**src/rtl/rv_mem_arbiter.sv**
```systemverilog
// rv_mem_arbiter: shares one single-port, variable-latency memory bus
// between the fetch port (IM) and the data port (DM).
//
// Ports:
//   clk_i, rst_i        clock, synchronous active-high reset
//   im_rd_i/im_addr_i   fetch request (held until im_valid_o) and address
//   im_data_o           fetched word, valid with the im_valid_o pulse
//   im_valid_o          one-cycle fetch completion pulse
//   dm_load_i/_store_i  data request (held until dm_ready_o)
//   dm_addr_i           data address
//   dm_data_s_i         store data
//   dm_data_select_i    store byte enables
//   dm_data_l_o         load data, valid with dm_ready_o for a load
//   dm_ready_o          one-cycle data completion pulse
//   mem_req_o           bus request, held until mem_ack_i
//   mem_we_o            bus write enable
//   mem_addr_o          bus address
//   mem_data_o          bus write data
//   mem_sel_o           bus byte enables
//   mem_ack_i           bus completion, read data valid in the same cycle
//   mem_data_i          bus read data
//
// DM has priority.  While IM is waiting, a saturating counter tracks
// back-to-back DM grants; once it reaches g_dm_max_consecutive the next
// grant goes to IM.  Legal range of g_dm_max_consecutive is 1..255.

module rv_mem_arbiter #(
    parameter int unsigned g_dm_max_consecutive = 4
) (
    input  logic        clk_i,
    input  logic        rst_i,

    input  logic        im_rd_i,
    input  logic [31:0] im_addr_i,
    output logic [31:0] im_data_o,
    output logic        im_valid_o,

    input  logic        dm_load_i,
    input  logic        dm_store_i,
    input  logic [31:0] dm_addr_i,
    input  logic [31:0] dm_data_s_i,
    input  logic [3:0]  dm_data_select_i,
    output logic [31:0] dm_data_l_o,
    output logic        dm_ready_o,

    output logic        mem_req_o,
    output logic        mem_we_o,
    output logic [31:0] mem_addr_o,
    output logic [31:0] mem_data_o,
    output logic [3:0]  mem_sel_o,
    input  logic        mem_ack_i,
    input  logic [31:0] mem_data_i
);

    typedef enum logic [1:0] {
        IDLE,
        IM_BUS,
        DM_BUS,
        RESP
    } state_t;

    localparam logic [7:0] CNT_MAX = 8'(g_dm_max_consecutive);

    state_t     state;
    logic [7:0] cnt;

    logic dm_pend;
    logic grant_im;
    logic grant_dm;

    // Grant decision, only acted upon in IDLE.
    always_comb begin
        dm_pend  = dm_load_i | dm_store_i;
        grant_im = im_rd_i & (~dm_pend | (cnt == CNT_MAX));
        grant_dm = dm_pend & ~grant_im;
    end

    always_ff @(posedge clk_i) begin
        if (rst_i) begin
            state       <= IDLE;
            cnt         <= '0;
            mem_req_o   <= 1'b0;
            mem_we_o    <= 1'b0;
            mem_addr_o  <= '0;
            mem_data_o  <= '0;
            mem_sel_o   <= '0;
            im_data_o   <= '0;
            im_valid_o  <= 1'b0;
            dm_data_l_o <= '0;
            dm_ready_o  <= 1'b0;
        end else begin
            // Completion pulses last exactly one cycle (the RESP cycle).
            im_valid_o <= 1'b0;
            dm_ready_o <= 1'b0;

            case (state)
                IDLE: begin
                    if (grant_im) begin
                        state      <= IM_BUS;
                        cnt        <= '0;
                        mem_req_o  <= 1'b1;
                        mem_we_o   <= 1'b0;
                        mem_addr_o <= im_addr_i;
                        mem_data_o <= '0;
                        mem_sel_o  <= 4'hF;
                    end else if (grant_dm) begin
                        state      <= DM_BUS;
                        mem_req_o  <= 1'b1;
                        // Load and store together is served as a store.
                        mem_we_o   <= dm_store_i;
                        mem_addr_o <= dm_addr_i;
                        mem_data_o <= dm_data_s_i;
                        mem_sel_o  <= dm_store_i ? dm_data_select_i
                                                 : 4'hF;
                        // Count only the DM grants that made IM wait.
                        if (im_rd_i) begin
                            if (cnt != CNT_MAX) begin
                                cnt <= cnt + 8'd1;
                            end
                        end else begin
                            cnt <= '0;
                        end
                    end
                end

                IM_BUS: begin
                    if (mem_ack_i) begin
                        state      <= RESP;
                        mem_req_o  <= 1'b0;
                        im_data_o  <= mem_data_i;
                        im_valid_o <= 1'b1;
                    end
                end

                DM_BUS: begin
                    if (mem_ack_i) begin
                        state      <= RESP;
                        mem_req_o  <= 1'b0;
                        dm_ready_o <= 1'b1;
                        if (!mem_we_o) begin
                            dm_data_l_o <= mem_data_i;
                        end
                    end
                end

                RESP: begin
                    // Requests still held during the done cycle are
                    // ignored here so they are never served twice.
                    state <= IDLE;
                end

                default: begin
                    state <= IDLE;
                end
            endcase
        end
    end

endmodule

```
**config.mk**
```make
export PLATFORM = sky130hd
export DESIGN_NAME = rv_mem_arbiter
export DESIGN_NICKNAME = d
export VERILOG_FILES = /design/src/rtl/rv_mem_arbiter.sv
export SDC_FILE = /design/constraint.sdc
export NUM_CORES = 1
export LEC_CHECK = 0
export CORE_ASPECT_RATIO = 1.75
export CORE_MARGIN = 5
export CORE_UTILIZATION = 35
export DETAILED_ROUTE_END_ITERATION = 10
export PLACE_DENSITY_LB_ADDON = 0.25
export SLEW_MARGIN = 0
export SYNTH_ARGS = -nofsm -noshare
export SYNTH_HDL_FRONTEND = slang
export SYNTH_SLANG_ARGS = --single-unit
```
**constraint.sdc**
```tcl
create_clock -name clk_i -period 3 [get_ports clk_i]
set_input_delay 0.45 -clock clk_i [delete_from_list [all_inputs] [get_ports clk_i]]
set_output_delay 0.45 -clock clk_i [all_outputs]
set_load 0.1 [all_outputs]
```
## Word-level counts from Yosys, hierarchy flattened

Cells that the tools add are included.

- Add/subtract/negate cells: 1
- Equal/unequal tests: 8
- Multiplexer cells: 22
- Bitwise gates (word level): 9
- Reductions and logical operators: 12

Operator list:

| cell | number |
|---|---|
| $mux W32 | 4 |
| $mux W8 | 4 |
| $mux W4 | 3 |
| $reduce_and A3 Y1 | 3 |
| $add A8 B1 Y8 const B | 1 |
| $eq A8 B3 Y1 const B | 1 |
| $ne A8 B3 Y1 const B | 1 |
| $mux W1 | 6 |
| $mux W2 | 3 |
| $pmux W2 S3 | 1 |
| $reduce_and A2 Y1 | 3 |
| $reduce_or A2 Y1 | 3 |
| $not A1 Y1 | 5 |
| $eq A2 B2 Y1 const B | 2 |
| $reduce_bool A2 Y1 | 2 |
| $ne A3 B1 Y1 const B | 1 |
| $ne A3 B3 Y1 const B | 1 |
| $and A1 B1 Y1 | 2 |
| $eq A2 B1 Y1 const B | 1 |
| $logic_not A2 Y1 | 1 |
| $ne A2 B1 Y1 const B | 1 |
| $or A1 B1 Y1 | 2 |
| $pmux W1 S2 | 1 |

- Bits in registers: 146
- Bits of input ports: 138
- Output and inout bits: 136
- Logic and storage cells: 63

## Logic depth before layout (Yosys ltp)

Gate-level depths: netlist (run 1).

- Depth after elaboration: 9
- Gate-level depth with buffers: 8

## Worst setup path before layout (run 1)

No wires, ideal clock.

- Path type: register to register
- From: register mem_we_o
- To: register dm_data_l_o[5]
- Library setup time: 0.072 ns
- Arrival: 1.850 ns
- Path slack: 1.079 ns
- Stages on the path, launching flop included: 6
- Buffers on the path: 2
- Period minus slack after synthesis: 1.921 ns
- Cells stage by stage: dfxtp_1 -> or2_2 -> clkbuf_1 -> clkbuf_1 -> nand2_1 -> a21oi_1

- Cells in the longest elaborated chain, start to end: 2

RTL lines:

| element | RTL line | RTL |
|---|---|---|
| start: declaration | 47 | `output logic mem_we_o,` |
| start signal: assignment | 110 | `mem_we_o <= dm_store_i;` |
| $not A1 Y1 (no source line) | -- |  |
| $reduce_and A3 Y1 (no source line) | -- |  |
| end signal: assignment | 141 | `dm_data_l_o <= mem_data_i;` |
| end: declaration | 43 | `output logic [31:0] dm_data_l_o,` |

Every way passes these cells.
A chain may end at the register's enable or synchronous reset.

## Final worst setup path (run 1)

- From: input port im_rd_i
- To: register mem_addr_o[1]

- Cells in the longest elaborated chain, start to end: 5

RTL lines:

| element | RTL line | RTL |
|---|---|---|
| start: declaration | 33 | `input logic im_rd_i,` |
| $and A1 B1 Y1 * | 74 | `grant_im = im_rd_i & (~dm_pend \| (cnt == CNT_MAX));` |
| $not A1 Y1 | 75 | `grant_dm = dm_pend & ~grant_im;` |
| $and A1 B1 Y1 | 75 |  |
| $reduce_bool A2 Y1 (no source line) | -- |  |
| $reduce_and A2 Y1 (no source line) | -- |  |
| end signal: assignment | 103 | `mem_addr_o <= im_addr_i;` |
| end signal: assignment | 111 | `mem_addr_o <= dm_addr_i;` |
| end: declaration | 48 | `output logic [31:0] mem_addr_o,` |

Every way passes the cells marked *; elsewhere a longest branch is shown, timed or not.

==> impl_metrics.env, run 1 <==
export IMPL_start_util_pct=35.69
export IMPL_crit_path_max_incr_delay_ps=620
export IMPL_ff2ff_setup_slack_ps=1080
export IMPL_ant_nets=0
export IMPL_clock_sinks=146
export IMPL_cp_arrival_ps=2260
export IMPL_crit_type="in2reg"
export IMPL_yosysWarnings=0
export IMPL_routed_wl_mm=18.66
export IMPL_netlist_area_leader_share_pct=49.57
export IMPL_synth_edf_count=0
export IMPL_gp_congestion=0.7534
export IMPL_track_usage_pct=18.47
export IMPL_rsz0062_at_grt="false"
export IMPL_rr_endpoint="mem_addr_o[1]$_SDFFE_PP0P_"
export IMPL_final_nets=1107
export IMPL_period_needed_ps=1947
export IMPL_vias=5772
export IMPL_synth_area_top_cells="dfxtp_1 50%, nand2_1 13%, a21oi_1 10%"
export IMPL_synth_compound_area_share_pct=23.11
export IMPL_area_delta_synth_final_pct=53.09
export IMPL_rows=62
export IMPL_min_delay_path_class="reg2reg"
export IMPL_dr_pass1_iters=4
export IMPL_layout_drive_gt1_share_pct=24.72
export IMPL_fill_cells=1575
export IMPL_viasPerCell=4.814
export IMPL_relSlewSlack_pct=53.89
export IMPL_cts_made_buffers=17
export IMPL_end_kind="flop"
export IMPL_fin_skew_ps=13.55
export IMPL_drt_iter0_markers=263
export IMPL_drv_slew=0
export IMPL_grt_first_pass_wirelength_mm=29.08
export IMPL_dieArea_um2=19650
export IMPL_hpwlAfterDp_mm=13.21
export IMPL_crit_path_max_fanout=34
export IMPL_hold_violations=0
export IMPL_setup_tns_ps=0
export IMPL_p_per_area_nw_per_um2=1136
export IMPL_synth_fa_ha_area_share_pct=1.485
export IMPL_synth_avg_cell_area_um2=8.294
export IMPL_maxCapViolCount=0
export IMPL_leakage_nw=3.659
export IMPL_tritoncts="built"
export IMPL_cp_endpoint="mem_addr_o[1]$_SDFFE_PP0P_"
export IMPL_synthSimpleGateAreaFrac_pct=20.69
export IMPL_die_width_um=108.1
export IMPL_yosys_top_cells_count="201 x nand2_1, 146 x dfxtp_1, 118 x a21oi_1"
export IMPL_setup_violations=0
export IMPL_synthArstFlopShare_pct=0
export IMPL_clk_insertion_delay_late_ps=410
export IMPL_cts_setup_buffers=0
export IMPL_dp_cells=1167
export IMPL_fmax_mhz=513.7
export IMPL_overflow=0
export IMPL_start_kind="primary input"
export IMPL_numPortBuffers=273
export IMPL_path_cells="clkdlybuf4s50_1, nor3b_1, a21o_1, buf_12, a21oi_1, a211oi_1"
export IMPL_yosysMostFrequentCell="nand2_1"
export IMPL_synth_top_family_by_area="compound AO/OA/AOI/OAI gates"
export IMPL_synth_seq_area_share_pct=49.57
export IMPL_synth_nets=856
export IMPL_synthCells=711
export IMPL_crit_start="im_rd_i"
export IMPL_synthDistinctLibCells=41
export IMPL_core_um2=16520
export IMPL_wl_per_cell_um=15.56
export IMPL_synth_xor_area_share_pct=0
export IMPL_cp_required_ps=3320
export IMPL_regToRegStartpoint="cnt[0]$_SDFFE_PP0P_"
export IMPL_cts_hold_buf=0
export IMPL_finalCritPeriodShare_pct=64.89
export IMPL_drc=0
export IMPL_grt_pass1_vias=5719
export IMPL_worst_slew_pin_slew_ps=691.7
export IMPL_ctsRootBufferMaster="clkbuf_16"
export IMPL_synth_area_mux_share_pct=0
export IMPL_status="finished, final reports clean"
export IMPL_synth_top_flop_cell="dfxtp_1"
export IMPL_layout_cells_non_filler=1199
export IMPL_htree_levels=4
export IMPL_die_height_um=181.7
export IMPL_cts_resized=0
export IMPL_netlist_area_um2=5897
export IMPL_slowest_stage="clkdlybuf4s50_1"
export IMPL_ir_drop_mv=1.079
export IMPL_ff2ff_path_depth=7
export IMPL_antennaDiodeCount=0
export IMPL_antenna_found_initial=0
export IMPL_cts_path_max_buffers=2
export IMPL_grt_max_degree=65
export IMPL_synth_top_cell_by_area="dfxtp_1"
export IMPL_clk_pin_slew_worst_paths_ps=70
export IMPL_ys_ff_latch=146
export IMPL_io_pins=274
worst max-delay path, delay by kind of cell:
| family | cells | cell delay (ps) |
|---|---|---|
| compound gates | 3 | 520 |
| simple gates | 1 | 430 |
| buf+inv | 2 | 860 |
routing by layer:
layer	share of wire [%]	GRT usage (%)	up-vias
met5	0	0	-
met4	1.8	5.713	0
met3	7.3	5.615	19
met2	53	34.02	192
met1	38	19.81	2665
li1	-	-	2896
where the power goes:
| part | total (W) | internal, W | switching, W |
|---|---|---|---|
| clock network | 0.00202 | 0.00113 | 0.000889 |
| logic | 0.00564 | 0.00129 | 0.00435 |
| registers | 0.00259 | 0.00237 | 0.000225 |
| total | 0.0103 | 0.00479 | 0.00546 |
stage by stage:
stage / total power (W) / area (µm²) / util [%] / hold slack (ps) / setup slack [ps]
CTS: 0.01038 / 9027 / 54.63 / 456.0 / 1039
global placement: 0.008286 / 8459 / 51.20 / 442.8 / 635.3
detailed placement: 0.008325 / 8459 / 51.20 / 446.6 / 613.3
finish: 0.01025 / 9027 / 54.63 / 453.0 / 1053
global route: 0.01076 / 9027 / 54.63 / 471.2 / 896.2
floorplan: 0.007025 / 5897 / - / 469.2 / 1079
flip-flops by register name (all words and copies together), names as in the netlist:
signal,cells
mem_we_o,1
dm_ready_o,1
dm_data_l_o,32
cnt,8
mem_req_o,1
im_valid_o,1
im_data_o,32
mem_sel_o,4
mem_addr_o,32
mem_data_o,32
state,2
worst min-delay path by stage:
| stage | slack (ps) | cells past startpoint | start | end |
|---|---|---|---|---|
| global route | 470 | 2 | mem_data_o[28]$_SDFFE_PP0P_ | mem_data_o[28]$_SDFFE_PP0P_ |
| global placement | 440 | 2 | dm_data_l_o[12]$_SDFFE_PP0P_ | dm_data_l_o[12]$_SDFFE_PP0P_ |
| floorplan | 470 | 2 | state[1]$_SDFFE_PP0P_ | state[1]$_SDFFE_PP0P_ |
| detailed placement | 450 | 2 | im_data_o[24]$_SDFFE_PP0P_ | im_data_o[24]$_SDFFE_PP0P_ |
| CTS | 460 | 2 | mem_data_o[9]$_SDFFE_PP0P_ | mem_data_o[9]$_SDFFE_PP0P_ |
| finish | 450 | 2 | dm_data_l_o[13]$_SDFFE_PP0P_ | dm_data_l_o[13]$_SDFFE_PP0P_ |
cells in the final DEF (no fill, tap or decap), drive strengths merged, types with 2 or more instances in the layout:
cell type and n:
clkdlybuf4s50 136, nand3 33, clkinv 5, buf 151, nor3b 2, nor2 45
nand2 201, a31oi 2, a211oi 39, clkinvlp 2, a21oi 139, nor3 4
dfxtp 146, o21ai 6, nand3b 3, inv 17, clkbuf 19, ha 7
area by class of cell:
type                            count  area, µm²  share of cell area (%)
Sequential cell                   146       2923                   32.38
Multi-Input combinational cell    499       2683                   29.72
Timing Repair Buffer              287       2532                   28.05
Clock buffer                       19      452.9                   5.017
Tap cell                          224      280.3                   3.105
Clock inverter                     13      115.1                   1.275
Inverter                           11      41.29                  0.4574
cells by family after synthesis:
family                   after synthesis
buffers and inverters                 66
flip-flops                           146
adder cells (fa/ha/maj)                7
AND/OR/NAND/NOR                      296
AO/OA/AOI/OAI                        196
(Power assumes the default switching activity.)
==> inputs of run 2 (changes only) <==
Clock period 3 ns to 1.93 ns, I/O delays scaled along.
==> run 2 against run 1 <==
Critical path depth rose by 1; register-to-register slack got worse by 950 ps; core utilization rose by 1.5 points; first-iteration DRC count fell by 17%; sequential cell count did not move; sequential power rose by 56%; total power rose by 59%; clock power rose by 55%; worst setup slack got worse by 930 ps; via count rose by 0.21%; non-clock buffer count rose by 13.
==> impl_metrics.env, run 2 (synthesized netlist as in run 1, its figures left out) <==
export IMPL_status="finished, final reports clean"
export IMPL_critPathBufInv=2
export IMPL_hold_violations=0
export IMPL_numPortBuffers=273
export IMPL_wl_per_cell_um=15.54
export IMPL_relSlewSlack_pct=70.70
export IMPL_p_per_area_nw_per_um2=1761
export IMPL_clk_insertion_delay_late_ps=410
export IMPL_vias=5784
export IMPL_final_common_cell="nand2_1"
export IMPL_fmax_mhz=554.7
export IMPL_min_from="rst_i"
export IMPL_worst_slew_pin_slew_ps=437.7
export IMPL_path_cells="inv_2, ha_1, nor4b_4, a21o_1, buf_12, a21oi_1, a211oi_1"
export IMPL_grt_first_pass_wirelength_mm=29.61
export IMPL_critPathTopFamily="compound AO/OA/AOI/OAI gates"
export IMPL_antenna_found_initial=0
export IMPL_area_delta_synth_final_pct=57.20
export IMPL_crit_type="reg2reg"
export IMPL_htree_levels=4
export IMPL_cp_arrival_ps=2120
export IMPL_dieArea_um2=19650
export IMPL_overflow=0
export IMPL_viasPerCell=4.772
export IMPL_grt_max_degree=45
export IMPL_leakage_nw=3.760
export IMPL_io_pins=274
export IMPL_ctsRootBufferMaster="clkbuf_16"
export IMPL_cts_path_max_buffers=2
export IMPL_drc=0
export IMPL_crit_path_max_fanout=24
export IMPL_drv_slew=0
export IMPL_min_delay_path_class="in2reg"
export IMPL_maxCapViolCount=0
export IMPL_track_usage_pct=18.91
export IMPL_fin_skew_ps=12.35
export IMPL_cts_made_buffers=17
export IMPL_slowest_stage="nor4b_4"
export IMPL_core_um2=16520
export IMPL_grt_pass1_vias=5857
export IMPL_die_width_um=108.1
export IMPL_antennaDiodeCount=0
export IMPL_tritoncts="built"
export IMPL_cts_setup_buffers=0
export IMPL_layout_drive_gt1_share_pct=25.71
export IMPL_regToRegStartpoint="cnt[0]$_SDFFE_PP0P_"
export IMPL_start_kind="flop"
export IMPL_finalCritPeriodShare_pct=93.40
export IMPL_end_kind="flop"
export IMPL_crit_path_max_incr_delay_ps=380
export IMPL_setup_violations=0
export IMPL_rsz0062_at_grt="true"
export IMPL_ir_drop_mv=1.083
export IMPL_setup_tns_ps=0
export IMPL_gp_congestion=0.7458
export IMPL_period_needed_ps=1803
export IMPL_ant_nets=0
export IMPL_hpwlAfterDp_mm=13.78
export IMPL_crit_start="cnt[0]$_SDFFE_PP0P_"
export IMPL_final_cell_mix="201 x nand2_1, 150 x buf_4, 146 x dfxtp_1"
export IMPL_dp_cells=1180
export IMPL_final_nets=1120
export IMPL_routed_wl_mm=18.84
export IMPL_dr_pass1_iters=4
export IMPL_rows=62
export IMPL_layout_cells_non_filler=1212
export IMPL_drt_iter0_markers=217
export IMPL_die_height_um=181.7
export IMPL_ff2ff_setup_slack_ps=130
export IMPL_start_util_pct=35.69
export IMPL_clock_sinks=146
export IMPL_clk_pin_slew_worst_paths_ps=70
export IMPL_cp_required_ps=2250
-- run 2: cell count changes in the layout (fill, tap and decap cells not counted), moves of 2 or more --
cell / before / now
inv_8: 3 / 1
buf_12: 3 / 14
buf_4: 148 / 150
clkbuf_1: 0 / 2
clkbuf_8: 2 / 0
clkinvlp_4: 2 / 4
-- run 2: worst reg2reg max path, cell delays in order (launching register included) --
cell,delay (ps)
dfxtp_1,340
inv_2,80
ha_1,140
nor4b_4,380
a21o_1,240
buf_12,220
a21oi_1,100
a211oi_1,230
-- run 2: area by class of cell --
| class | count | area [µm²] |
|---|---|---|
| clock buffers | 19 | 432.9 |
| clock inverters | 13 | 128.9 |
| fillers | 1542 | 7253 |
| inverters | 11 | 41.29 |
| multi-input cells | 499 | 2696 |
| flip-flops and latches | 146 | 2923 |
| well taps | 224 | 280.3 |
| repair buffers | 300 | 2768 |
-- run 2: path summary, 6_finish.rpt --
kind                                  to  depth (start not counted)
max           mem_addr_o[1]$_SDFFE_PP0P_                          7
min          mem_data_o[10]$_SDFFE_PP0P_                          2
max reg2reg   mem_addr_o[1]$_SDFFE_PP0P_                          7
min reg2reg  mem_data_o[27]$_SDFFE_PP0P_                          2
-- run 2: power by group --
part,leakage (nW),internal (W),switching (W)
logic,2.30,0.00230,0.00685
clock network,0.262,0.00180,0.00134
registers,1.20,0.00368,0.000350
-- run 2: layer usage --
metal  up-vias  wire (µm)  GRT usage [%]
li1       2919          -              -
met1      2649       7029          19.91
met2       195      10160          35.34
met3        21       1253          5.259
met4         0        397          6.320
met5         -          0              0
-- run 2: metrics by stage --
step	utilization (%)	setup WS, ps	hold slack [ps]	power, W	area (µm²)
6_report	56.10	127.3	324.0	0.01633	9270
3_5_place_dp	52.62	-182.0	446.8	0.01332	8695
2_1_floorplan	-	8.867	424.6	0.01092	5897
4_1_cts	56.02	28.08	312.7	0.01651	9256
3_3_place_gp	52.62	-130.9	442.6	0.01323	8695
5_1_grt	56.10	-3.342	329.1	0.01708	9270
-- run 2: what timing repair did --
item | CTS | global route
gates resized for setup | 0 | 3
setup endpoints to repair | 0 | 7
endpoints found under the hold margin | 0 | 0
hold buffers | 0 | 0
